===== config.mk =====
export PLATFORM = sky130hd
export DESIGN_NAME = regfile_debug_arbiter
export DESIGN_NICKNAME = d
export VERILOG_FILES = /design/src/rtl/regfile_debug_pkg.sv /design/src/rtl/drain_counter.sv /design/src/rtl/regfile_debug_arbiter.sv
export SDC_FILE = /design/constraint.sdc
export NUM_CORES = 1
export LEC_CHECK = 0
export CORE_MARGIN = 2
export CORE_UTILIZATION = 36
export DETAILED_ROUTE_END_ITERATION = 7
export PLACE_DENSITY = 0.77
export REMOVE_ABC_BUFFERS = 1
export SETUP_SLACK_MARGIN = 0.02
export SLEW_MARGIN = 10
export SYNTH_ARGS = -nofsm -noshare
export SYNTH_HDL_FRONTEND = slang
export SYNTH_HIERARCHICAL = 1
export SYNTH_SLANG_ARGS = --single-unit
export TNS_END_PERCENT = 100

===== constraint.sdc =====
create_clock -name clk -period 2.1 [get_ports clk]
set_input_delay 0.21 -clock clk [delete_from_list [all_inputs] [get_ports clk]]
set_output_delay 0.21 -clock clk [all_outputs]
set_load 0.02 [all_outputs]

===== src/rtl/regfile_debug_pkg.sv =====
// Shared constants and state encoding for the
// register-file debug arbiter.
package regfile_debug_pkg;

  localparam int DATA_W = 32;
  localparam int ADDR_W = 5;
  localparam int CNT_W  = 4;

  typedef enum logic [2:0] {
    S_IDLE   = 3'd0,
    S_DRAIN  = 3'd1,
    S_ACCESS = 3'd2,
    S_RESP   = 3'd3,
    S_HOLD   = 3'd4
  } state_e;

endpackage


===== src/rtl/drain_counter.sv =====
// Loadable down-counter with zero flag; counts the
// halted cycles needed to retire in-flight work.
module drain_counter
  import regfile_debug_pkg::*;
(
  input  logic             clk,
  input  logic             reset,
  input  logic             load_i,
  input  logic [CNT_W-1:0] load_val_i,
  input  logic             dec_i,
  output logic             zero_o
);

  logic [CNT_W-1:0] cnt_q, cnt_d;

  always_comb begin
    cnt_d = cnt_q;
    if (load_i)
      cnt_d = load_val_i;
    else if (dec_i && cnt_q != '0)
      cnt_d = cnt_q - 1'b1;
  end

  always_ff @(posedge clk or negedge reset) begin
    if (!reset) cnt_q <= '0;
    else        cnt_q <= cnt_d;
  end

  assign zero_o = (cnt_q == '0);

endmodule


===== src/rtl/regfile_debug_arbiter.sv =====
// Shares the regfile write port and read port 1 between
// the pipeline and a debug host; halts and drains first.
module regfile_debug_arbiter
  import regfile_debug_pkg::*;
#(
  parameter int unsigned DRAIN_CYCLES = 3
) (
  input  logic              clk,
  input  logic              reset,
  input  logic              dbg_req,
  input  logic              dbg_we,
  input  logic [ADDR_W-1:0] dbg_addr,
  input  logic [DATA_W-1:0] dbg_wdata,
  output logic              dbg_ack,
  output logic [DATA_W-1:0] dbg_rdata,
  output logic              dbg_err,
  input  logic              pipe_reg_write,
  input  logic [ADDR_W-1:0] pipe_write_addr,
  input  logic [DATA_W-1:0] pipe_write_data,
  input  logic [ADDR_W-1:0] pipe_rs_addr,
  output logic              rf_reg_write,
  output logic [ADDR_W-1:0] rf_write_addr,
  output logic [DATA_W-1:0] rf_write_data,
  output logic [ADDR_W-1:0] rf_rs_addr,
  input  logic [DATA_W-1:0] rf_read_data_1,
  output logic              halt
);

  localparam logic [CNT_W-1:0] DRAIN_LOAD =
    CNT_W'(DRAIN_CYCLES - 1);

  state_e state_q, state_d;

  logic              we_q;
  logic [ADDR_W-1:0] addr_q;
  logic [DATA_W-1:0] wdata_q;
  logic [DATA_W-1:0] rdata_q;
  logic              err_q, err_d;

  logic cnt_load, cnt_dec, cnt_zero;
  logic accept, in_access;

  drain_counter u_cnt (
    .clk        (clk),
    .reset      (reset),
    .load_i     (cnt_load),
    .load_val_i (DRAIN_LOAD),
    .dec_i      (cnt_dec),
    .zero_o     (cnt_zero)
  );

  assign accept = dbg_req &&
    (state_q == S_IDLE || state_q == S_HOLD);

  always_comb begin
    state_d  = state_q;
    err_d    = err_q;
    cnt_load = 1'b0;
    cnt_dec  = 1'b0;
    unique case (state_q)
      S_IDLE: begin
        if (dbg_req) begin
          state_d  = S_DRAIN;
          cnt_load = 1'b1;
          err_d    = 1'b0;
        end
      end
      S_DRAIN: begin
        if (cnt_zero) state_d = S_ACCESS;
        else          cnt_dec = 1'b1;
      end
      S_ACCESS: begin
        state_d = S_RESP;
        if (pipe_reg_write) err_d = 1'b1;
      end
      S_RESP: state_d = S_HOLD;
      S_HOLD: begin
        // Pipeline is still drained, so skip DRAIN.
        if (dbg_req) begin
          state_d = S_ACCESS;
          err_d   = 1'b0;
        end else begin
          state_d = S_IDLE;
        end
      end
      default: state_d = S_IDLE;
    endcase
  end

  always_ff @(posedge clk or negedge reset) begin
    if (!reset) begin
      state_q <= S_IDLE;
      err_q   <= 1'b0;
      rdata_q <= '0;
      we_q    <= 1'b0;
      addr_q  <= '0;
      wdata_q <= '0;
    end else begin
      state_q <= state_d;
      err_q   <= err_d;
      if (accept) begin
        we_q    <= dbg_we;
        addr_q  <= dbg_addr;
        wdata_q <= dbg_wdata;
      end
      if (state_q == S_ACCESS)
        rdata_q <= rf_read_data_1;
    end
  end

  assign in_access = (state_q == S_ACCESS);

  assign rf_rs_addr    = in_access ? addr_q  : pipe_rs_addr;
  assign rf_reg_write  = in_access ? we_q    : pipe_reg_write;
  assign rf_write_addr = in_access ? addr_q  : pipe_write_addr;
  assign rf_write_data = in_access ? wdata_q : pipe_write_data;

  assign halt      = (state_q != S_IDLE);
  assign dbg_ack   = (state_q == S_RESP);
  assign dbg_err   = dbg_ack & err_q;
  assign dbg_rdata = rdata_q;

endmodule


# == Yosys cells after proc, flatten, opt, wreduce, memory -nomap -nowiden ==
# Index checks and enable logic that the tools add are counted.
# Widths: inputs -> output; s select.
# op_classes
n_addsub,1
eq_ne,8
muxes,17
bitwise_logic,1
n_reduce_logical,12
# ops
operator,n
$mux 32,1
$pmux 3 s5,1
$mux 5,2
$mux 4,2
$mux 1,7
$eq 3x2->1 const B,2
$mux 3,2
$ne 2x2->1 const B,3
$logic_not 4->1,1
$reduce_bool 2->1,2
$reduce_bool 4->1,1
$sub 4x1->4 const B,1
$eq 3x1->1 const B,1
$eq 3x3->1 const B,1
$logic_not 3->1,1
$reduce_and 3->1,1
$reduce_bool 3->1,1
$logic_and 1x1->1,2
$mux 2,1
$ne 2x1->1 const B,1
$pmux 1 s2,1
$reduce_and 2->1,1
$reduce_or 2->1,1
$and 1x1->1,1
$logic_or 1x1->1,1
# totals
reg_bits,78
word_cells,46

# == Logic depth before layout (Yosys ltp) ==
# logic_depth
ltp_word,6
depth_mapped,7

# == Modules after synthesis ==
# Netlist, hierarchy kept.
# by_module_without_submodules
module,n_inst,cells_per_inst,area_each_um2,seq_area_each_um2
regfile_debug_arbiter,1,222,3385.7,1851.8
drain_counter,1,27,270.3,100.1

# == Worst setup path after synthesis ==
# Ideal clock, no wire load.
# synth_path
path_type,reg-to-reg
start,register u_cnt.cnt_q[0]
end,register u_cnt.cnt_q[1]
setup_time_ns,0.080
arrival_ns,1.908
required_time_ns,2.020
path_slack_ns,0.112
path_stages_with_launch,8
synth_period_minus_slack_ns,1.988
path_cell_list,dfrtp_1 inv_1 ha_1 nor3b_2 nor4b_1 inv_1 or4_1 o211ai_2
# synth_between
elab_chain_cells,5
word_cells_on_any_way,9
classes_between,1 x add/sub; 4 x mux; 4 x reduce/logical
# synth_rtl
item,line_no,source
start: declaration,drain_counter.sv:14,"logic [CNT_W-1:0] cnt_q, cnt_d;"
start signal: assignment,drain_counter.sv:26,else cnt_q <= cnt_d;
$logic_not 4->1,drain_counter.sv:29,assign zero_o = (cnt_q == '0);
named net cnt_zero,regfile_debug_arbiter.sv:40,"logic cnt_load, cnt_dec, cnt_zero;"
$mux 1,regfile_debug_arbiter.sv:69,if (cnt_zero) state_d = S_ACCESS;
$mux 1,regfile_debug_arbiter.sv:60,unique case (state_q)
named net cnt_dec,regfile_debug_arbiter.sv:40,
$logic_and 1x1->1,drain_counter.sv:20,else if (dec_i && cnt_q != '0)
$reduce_bool 2->1 (no line),--,
# The timed path passes the listed nets, and every way through them passes these cells. The select of a mux whose other input is x is not followed.
# A chain may end at the register's enable or synchronous reset.

# == Final worst setup path ==
# layout_path
start,register state_q[2]
end,output port rf_write_data[17]
# layout_between
elab_chain_cells,2
# layout_rtl
item,line_no,source
start: declaration,regfile_debug_arbiter.sv:32,"state_e state_q, state_d;"
start signal: assignment,regfile_debug_arbiter.sv:99,state_q <= state_d;
$eq 3x2->1,regfile_debug_arbiter.sv:111,assign in_access = (state_q == S_ACCESS);
$mux 32,regfile_debug_arbiter.sv:116,assign rf_write_data = in_access ? wdata_q : pipe_write_data;
end: declaration,regfile_debug_arbiter.sv:23,"output logic [DATA_W-1:0] rf_write_data,"
# No other way between the ends.

==> flow_summary.ini <==
[run_status]
status = finished clean

[timing]
timing.final.crit_period_ns = 2.03
rsz0062_at_grt = true
drv_slew = 0
period_share = 0.968
skew_ns = 0.00821
relSlewSlack = 0.657
setup_viol = 0
worst_pin_slew_ns = 0.515
fmax_mhz = 492
hold_viol = 0
setup_tns_ns = 0
hold_ws_ns = 0.378

[setup_path]
end_kind = output pin
cp_max_fo = 6
crit_required_ns = 1.89
crit-reg2reg-launch = u_cnt/cnt_q[0]
crit_type = register to output pin
r2r_cells = 8
cp_data_arrival_time_ns = 1.82
rrSetupSlack_ns = 0.12
startpoint_type = register
r2r-end = u_cnt/cnt_q[1]
cp-startpoint = state_q[2]

[pwr]
p_leak_nw = 2.59
switching_share = 0.345
power_frac_clock = 0.147
pwr-share-seq = 0.361
max-vdd-ir-drop_mv = 0.680
power_switching_w = 0.00258
internal-power_w = 0.00490
p_comb_frac = 0.492
p_per_area_nw_per_um2 = 1230
p_total_w = 0.00748

[floorplanning]
io-pin-count = 194
die_y_um = 105
die-area_um2 = 11000
num_rows = 36
die_w_um = 105
core-area_um2 = 9820
start_util = 0.372

[synth]
synthTopCellsByArea = dfrtp_1 (53%), mux2_2 (23%), mux2_1 (12%), buf_6 (1.8%), nor3b_2 (1.0%)
avgSynthCellArea_um2 = 14.7
ys_top_cells_by_count = dfrtp_1 (78), mux2_2 (74), mux2_1 (39), buf_2 (6), buf_6 (6)
synth_flop_cell = dfrtp_1
synthCells = 249
synth_edf_count = 0
yosysWarningCount = 6
synth_area_um2 = 3660
synth_most_common_cell = dfrtp_1
synth_top_cell_by_area = dfrtp_1
async_flop_share = 1.00
ys_ff_latch = 78
ys_types = 35
synth_top_area_share = 0.534
ys_seq_area_frac = 0.534

[clocking]
numClockSinks = 78
cts-buffers-inserted = 9
cts_tree = yes
insertion_delay_ns = 0.34
cts_max_level = 3
clock_path_buffers = 2
cts.clk_slew.worst_paths_ns = 0.08
cts_root_buf = clkbuf_8

[global_route]
grt_overflow = 0
grt_pass1_vias = 3199
grt_pass1_wl_um = 16100
antenna_found_initial = 0
grt_max_degree = 42
grt_usage = 0.186

[route]
route.vias.total = 2854
wl_um = 10100
drt_iter0_markers = 62
firstDrtPassIters = 4
final_antenna_net_count = 0
wl_per_cell_um = 16.7
viasPerCell = 4.72
drc = 0

[placement]
dp_hpwl_um = 7270
port_buffers = 193
gp_congestion = 0.730

[layout]
fillers = 818
syn2layout_area_growth_pct = 66.2
n_antenna_cell = 0
drive_above_1_share = 0.362
nets = 585

[min_path]
hold_class = primary input to async pin

[run]
cap_violations = 0
[stage by stage]
| stage | instance area [µm²] | utilization | setup WS [ns] | instances |
|---|---|---|---|---|
| global route | 6070 | 0.619 | -0.0497 | 605 |
| finish | 6070 | 0.619 | 0.0664 | 605 |
| floorplan | 3540 | - | -2.28 | 235 |
| global placement | 5820 | 0.593 | 0.0210 | 577 |
| CTS | 6010 | 0.612 | 0.00635 | 600 |
| detailed placement | 5820 | 0.593 | 0.0158 | 577 |
[kinds of logic after synthesis]
kind of cell | after synthesis | share of synthesized area
AOI/OAI and AO/OA | 11 | 0.0233
adders and majority gates | 1 | 0.00342
DFF | 78 | 0.534
buffers and inverters | 19 | 0.0359
muxes | 113 | 0.348
and+or+nand+nor | 25 | 0.0534
other | 2 | 0.00205
[registers in the layout, indices dropped and copies added (netlist names)]
signal / flops
we_q: 1
u_cnt/cnt_q: 4
dbg_rdata: 32
err_q: 1
wdata_q: 32
addr_q: 5
state_q: 3
[worst max-delay path: stages, from the launching register on]
cell and delay [ns]:
dfrtp_1 0.41, nor3b_4 0.22, buf_6 0.16, buf_12 0.13
buf_12 0.11, mux2_1 0.31, buf_2 0.16
[power by group through the flow]
stage | Clock [W] | Combinational, W | Sequential, W
floorplan | 0 | 0.00156 | 0.00302
global placement | 0 | 0.00349 | 0.00270
detailed placement | 0 | 0.00358 | 0.00273
CTS | 0.00114 | 0.00361 | 0.00271
global route | 0.00120 | 0.00392 | 0.00281
finish | 0.00110 | 0.00368 | 0.00270
[cell type report]
| type | instances | area [µm²] | area share |
|---|---|---|---|
| Clock buffer | 10 | 128 | 0.0210 |
| Tap cell | 133 | 166 | 0.0274 |
| Inverter | 3 | 11.3 | 0.00185 |
| Multi-Input combinational cell | 154 | 1630 | 0.269 |
| Timing Repair Buffer | 222 | 2120 | 0.349 |
| Clock inverter | 5 | 61.3 | 0.0101 |
| Sequential cell | 78 | 1950 | 0.321 |
[what timing repair did]
action | in CTS | in global routing
gates cloned | 2 | 0
pin swaps | 1 | 1
hold buffers | 1 | 0
buffers inserted | 5 | 6
gates resized for setup | 169 | 36
hold endpoints to repair | 37 | 0
setup endpoints to repair | 44 | 37
[cells in the final DEF (no fill, tap or decap), types with 4 or more instances in the layout]
cell | Yosys | layout
mux2_1 | 39 | 34
mux2_4 | 0 | 7
clkbuf_8 | 0 | 9
clkdlybuf4s50_1 | 0 | 147
buf_12 | 0 | 7
clkbuf_2 | 0 | 6
mux2_2 | 74 | 72
dfrtp_1 | 78 | 78
buf_2 | 6 | 18
conb_1 | 2 | 4
buf_6 | 6 | 7
buf_4 | 2 | 33
[worst max path at each step]
stage | endpoint | slack, ns | depth (start not counted)
after floorplan | rf_reg_write | -2.28 | 2
after global placement | rf_write_data[23] | 0.02 | 4
after detailed placement | rf_write_data[7] | 0.02 | 4
after CTS | rf_write_data[23] | 0.006 | 6
after global routing | rf_write_data[17] | -0.05 | 6
final | rf_write_data[17] | 0.07 | 6
[routing by layer]
layer  wire (µm)  global-route usage  vias up
met5           0                   0        -
met3         824              0.0655       14
li1            -                   -     1330
met2        5030               0.308      109
met1        4090               0.222     1401
met4         178              0.0686        0
Note: power is estimated with default switching activity, not from simulation.
